### src/rtl/alu_pipe_unit.sv
// rtl/alu_pipe_unit.sv - two-stage pipelined integer ALU with valid/ready handshakes
// S1 captures operands on accept; S2 holds the computed result and flags, driven straight to the outputs.
module alu_pipe_unit #(
  parameter int WIDTH = 32
) (
  input  logic             clk,
  input  logic             reset_n,
  input  logic             in_valid,
  output logic             in_ready,
  input  logic [WIDTH-1:0] SrcA,
  input  logic [WIDTH-1:0] SrcB,
  input  logic [2:0]       ALUControl,
  output logic             out_valid,
  input  logic             out_ready,
  output logic [WIDTH-1:0] ALUResult,
  output logic             Zero,
  output logic             Overflow,
  output logic             Illegal
);

  localparam logic [2:0] OP_ADD = 3'b000;
  localparam logic [2:0] OP_SUB = 3'b001;
  localparam logic [2:0] OP_AND = 3'b010;
  localparam logic [2:0] OP_OR  = 3'b011;
  localparam logic [2:0] OP_SLT = 3'b101;

  logic [WIDTH-1:0] a_q, b_q;
  logic [2:0]       op_q;
  logic             v1_q;

  logic [WIDTH-1:0] res_q, res_d;
  logic             zero_q, zero_d;
  logic             ovf_q, ovf_d;
  logic             ill_q, ill_d;
  logic             v2_q;

  logic             accept;
  logic             s2_load;
  logic [WIDTH-1:0] b_eff;
  logic [WIDTH-1:0] arith;
  logic             is_sub;

  assign in_ready = !v1_q || !v2_q || out_ready;
  assign accept   = in_valid && in_ready;
  assign s2_load  = v1_q && (!v2_q || out_ready);

  // add and sub share one adder: sub is A + ~B + 1
  assign is_sub = (op_q == OP_SUB);
  assign b_eff  = is_sub ? ~b_q : b_q;
  assign arith  = a_q + b_eff + {{(WIDTH-1){1'b0}}, is_sub};

  always_comb begin
    res_d = '0;
    ovf_d = 1'b0;
    ill_d = 1'b0;
    case (op_q)
      OP_ADD: begin
        res_d = arith;
        ovf_d = (a_q[WIDTH-1] == b_q[WIDTH-1]) && (arith[WIDTH-1] != a_q[WIDTH-1]);
      end
      OP_SUB: begin
        res_d = arith;
        ovf_d = (a_q[WIDTH-1] != b_q[WIDTH-1]) && (arith[WIDTH-1] != a_q[WIDTH-1]);
      end
      OP_AND: res_d = a_q & b_q;
      OP_OR:  res_d = a_q | b_q;
      OP_SLT: res_d = {{(WIDTH-1){1'b0}}, ($signed(a_q) < $signed(b_q))};
      default: ill_d = 1'b1;
    endcase
    zero_d = (res_d == '0);
  end

  always_ff @(posedge clk or negedge reset_n) begin
    if (!reset_n) begin
      a_q  <= '0;
      b_q  <= '0;
      op_q <= '0;
      v1_q <= 1'b0;
    end else if (accept) begin
      a_q  <= SrcA;
      b_q  <= SrcB;
      op_q <= ALUControl;
      v1_q <= 1'b1;
    end else if (s2_load) begin
      v1_q <= 1'b0;
    end
  end

  // S2 contents stay put while stalled, so outputs are stable under backpressure
  always_ff @(posedge clk or negedge reset_n) begin
    if (!reset_n) begin
      res_q  <= '0;
      zero_q <= 1'b0;
      ovf_q  <= 1'b0;
      ill_q  <= 1'b0;
      v2_q   <= 1'b0;
    end else if (s2_load) begin
      res_q  <= res_d;
      zero_q <= zero_d;
      ovf_q  <= ovf_d;
      ill_q  <= ill_d;
      v2_q   <= 1'b1;
    end else if (out_ready) begin
      v2_q   <= 1'b0;
    end
  end

  assign out_valid = v2_q;
  assign ALUResult = res_q;
  assign Zero      = zero_q;
  assign Overflow  = ovf_q;
  assign Illegal   = ill_q;

endmodule

### config.mk
export PLATFORM = sky130hd
export DESIGN_NAME = alu_pipe_unit
export DESIGN_NICKNAME = d
export VERILOG_FILES = /design/src/rtl/alu_pipe_unit.sv
export SDC_FILE = /design/constraint.sdc
export NUM_CORES = 1
export LEC_CHECK = 0
export ABC_AREA = 1
export BUFFER_PORTS_ARGS = -buffer_cell sky130_fd_sc_hd__buf_2
export CAP_MARGIN = 30
export CORE_ASPECT_RATIO = 0.9
export CORE_UTILIZATION = 45
export CTS_BUF_LIST = sky130_fd_sc_hd__clkbuf_8
export CTS_CLUSTER_SIZE = 24
export DETAILED_ROUTE_END_ITERATION = 10
export GPL_TIMING_DRIVEN = 0
export PLACE_DENSITY_LB_ADDON = 0.05
export SLEW_MARGIN = 20
export SYNTH_ARGS = -nofsm -noshare
export SYNTH_HDL_FRONTEND = slang
export SYNTH_SLANG_ARGS = --single-unit
### constraint.sdc
create_clock -name clk -period 3.9 [get_ports clk]
set_input_delay 0.78 -clock clk [delete_from_list [all_inputs] [get_ports clk]]
set_output_delay 0.78 -clock clk [all_outputs]
set_load 0.005 [all_outputs]
==> summary.md <==
| Metric | Value |
|---|---|
| Hold Crit Class | in -> async |
| Worst-skew pair later-pin latency | 0.41 ns |
| Clk_skew | just over 0.009 ns |
| Synthesized instance count | between 1000 and 1500 |
| Largest family of logic cells by synthesized area | simple AND/OR/NAND/NOR gates |
| Layout cell share with drive strength beyond 1 | 0.1091 |
| CTS tree | built |
| Total CTS buffers | 9 |
| Post-Synth XOR/XNOR Area | 0.03298 |
| Synth Net Count | between 1500 and 2000 |
| Internal reg-to-reg setup slack | 0.37 ns |
| Global-route wire length before repair | 42930 um |
| Critical Path Sink | Zero |
| All-Layer GR Usage | 0.2769 |
| Critical Path RT | 4.25 ns |
| CTS clk-pin slew, worst paths | around 0.11 ns |
| Max-cap violations | 0 |
| Sum Neg Setup Slack | 0 ns |
| Simple-gate share of the synthesized area | 0.2727 |
| DP HPWL | ~22000 um |
| Leak Pwr | 5.608 nW |
| Fin util | 0.5217 |
| Worst Reg-to-Reg Cells | 20 |
| Post-route insts no fill | 1680 |
| Crit share post-route | 0.9059 |
| H-tree depth | 3 |
| Starting Density | 0.4655 |
| Syn Area/Cell | 6.914 um^2 |
| Iteration-0 DRC Markers | 539 |
| IR drop worst, VDD | 0.2312 mV |
| Layout area overhead | 12.08% |
| FF+latch count, synth | between 100 and 150 |
| Compound-Gate Fraction of Synth Area | 0.1171 |
| Status | finished, final reports clean |
| Via density | approximately 5.0 |
| Worst setup SP type | register |
| Routability congestion estimate | 0.9105 |
| IO Port Bufs | 107 |
| Yosys cell types | 34 |
| I/O pin cnt | 108 |
| Synth warnings | 0 |
| Antenna-violating nets left | 0 |
| Post-Route WL | 26970 um |
| Die area | a little over 20000 um^2 |
| Crit path arrival time | 3.88 ns |
| Site Rows | between 40 and 50 |
| GRT overflow | 0 |
| Worst-Margin Slew | 0.8951 ns |
| CTS Buffer Depth | 2 |
| CP max FO | 10 |
| Relative slew slack | 0.4033 |
| DIE WIDTH | 151.3 um |
| Drt wl/cell | 16.06 um |
| Number of global-route vias before repair | 7930 |
| Via count | 8395 |
| RSZ-0062 raised after global routing | false |
| Dpl cells | 1664 |
| Remaining DRCs | 0 |
| CTS Sinks | 104 |
| Post-CTS Hold Buffers | 0 |
| Fraction of the yosys area taken by sequential cells | 0.2882 |
| Crit end category | register |
| Drt pass-1 iters | 5 |
| Final nets | roughly 1600 |
| Tot Pwr | 4.867 mW |
| Initial antenna violation count | 0 |
| Die Span Y | 136.4 um |
| Setup Crit Path Kind | reg -> reg |
| CP Launch Point | op_q[2] |
| FF-to-FF End | Zero |
| R2r startpoint | op_q[2] |
| Core area | 19400 um^2 |
| Pwr Density | between 400 and 500 nW/um^2 |
| Slew Viols, Final | 0 |
| Fmax | 283.0 MHz |
| Share of synthesized cell area in full adder, half adder and majority cells | 0.1851 |
| Mapped Area | 9030 um^2 |
| Root buf cell | clkbuf_8 |
| ANT cells | 0 |
| Mux contribution to synthesized area | 0 |
| Largest net degree at the start of global routing | 59 |
| Minimum clock period | 3.533 ns |
| Hold Fails Final Rpt | 0 |
| Final setup vio count | 0 |
| Filler cell count | between 2000 and 2500 |
-- power breakdown --
part | total (mW) | leakage, nW | internal, mW | switching, mW
registers | 1.48 | 1.20 | 1.30 | 0.179
clock network | 0.750 | 0.105 | 0.306 | 0.444
logic | 2.64 | 4.30 | 0.924 | 1.71
-- through the flow --
| stage | worst slack (ns) | hold WS [ns] | cell area [um^2] |
|---|---|---|---|
| final | 0.3669 | 0.2815 | 10120 |
| after floorplan | 1.015 | 0.4577 | 9030 |
| after CTS | 0.04500 | 0.2788 | 10120 |
| after global routing | 0.1274 | 0.2997 | 10120 |
| after global placement | 0.09769 | 0.4578 | 9878 |
| after detailed placement | 0.09968 | 0.4655 | 9912 |
-- worst max-delay path, cell delays in order (launching register included) --
cell and delay, ns:
dfrtp_1 0.45, inv_2 0.15, nand3_4 0.15, clkbuf_2 0.33, xor2_1 0.26, fa_1 0.51, nand2_1 0.09, nand2_1 0.11
nand3_1 0.16, nand2_1 0.15, nand2_1 0.12, nand2_1 0.10, nand2_1 0.17, nand3_1 0.09, nand3_1 0.14, nand2_1 0.06
nor2_1 0.10, nand2_1 0.07, nor2_1 0.10, nand3_1 0.09, nand2_1 0.06
-- cells in the mapped netlist, drive strengths merged --
cell | number | area (um^2)
o21ai | 51 | 255.2
nand3 | 71 | 377.9
nand3b | 10 | 75.07
inv | 213 | 799.5
nor3 | 8 | 40.04
a31oi | 16 | 100.1
a221oi | 1 | 15.01
xor2 | 32 | 280.3
or2 | 4 | 25.02
xnor2 | 2 | 17.52
nor2 | 168 | 635.6
nor4 | 1 | 6.260
nand4 | 6 | 37.54
a21oi | 111 | 566.8
nand2 | 322 | 1231
ha | 132 | 1652
fa | 1 | 20.02
and2 | 2 | 12.51
dfrtp | 104 | 2603
buf | 11 | 60.05
nor3b | 2 | 15.01
a21boi | 1 | 7.510
clkbuf | 21 | 78.83
and3 | 1 | 6.260
o21bai | 15 | 112.6
-- layer usage --
| layer | global-route usage | part of all wire | up-vias |
|---|---|---|---|
| met2 | 0.3998 | 0.40 | 228 |
| met4 | 0.07222 | 0.018 | 0 |
| met3 | 0.03859 | 0.053 | 31 |
| met5 | 0 | 0 | - |
| met1 | 0.4238 | 0.53 | 3803 |
| li1 | - | - | 4333 |
-- cell type report --
cell class,instances,area [um^2],share of cell area
inverter,213,799.5,0.07900
clock buffer,9,123.9,0.01224
buffer,32,142.6,0.01409
clock inverter,7,81.33,0.008036
tap,250,312.8,0.03091
multi-input combinational,957,5489,0.5423
timing repair buffer,108,569.3,0.05625
sequential,104,2603,0.2571
-- sequential cells by signal (all words and copies together), names as in the netlist --
register,cells
ALUResult,32
Illegal,1
op_q,3
Zero,1
out_valid,1
v1_q,1
b_q,32
a_q,32
Overflow,1
-- kinds of logic after synthesis --
kind of cell	count (synthesis)
XOR/XNOR	34
adder cells (fa/ha/maj)	133
flip-flops	104
buffers and inverters	245
AND/OR/NAND/NOR	595
AO/OA/AOI/OAI	195
-- worst min path at each step --
stage,endpoint,slack (ns)
2_1_floorplan,out_valid,0.46
3_5_place_dp,ALUResult[12],0.47
6_report,b_q[2],0.28
4_1_cts,a_q[1],0.28
3_3_place_gp,ALUResult[12],0.46
5_1_grt,b_q[2],0.30
-- placed cells by master (no fill, tap or decap), types with 4 or more instances in the layout --
cell type  Yosys  final
a21oi_1      108    108
a31oi_1       16     16
buf_2          3    109
clkbuf_1      21     21
clkbuf_8       0      9
dfrtp_1      104    104
ha_1         132    132
inv_1        210    211
nand2_1      313    313
nand2_2        9      9
nand3_1       68     68
nand3b_1      10     10
nand4_1        6      6
nor2_1       166    166
nor3_1         8      8
o21ai_0       50     50
o21bai_1      15     15
or2_2          4      4
xor2_1        32     32
-- timing repair --
item                       CTS  global route
resized for setup            0             6
setup endpoints to repair    0             1
setup buffers                0             0
No activity file was read; power rests on OpenSTA's default activity.
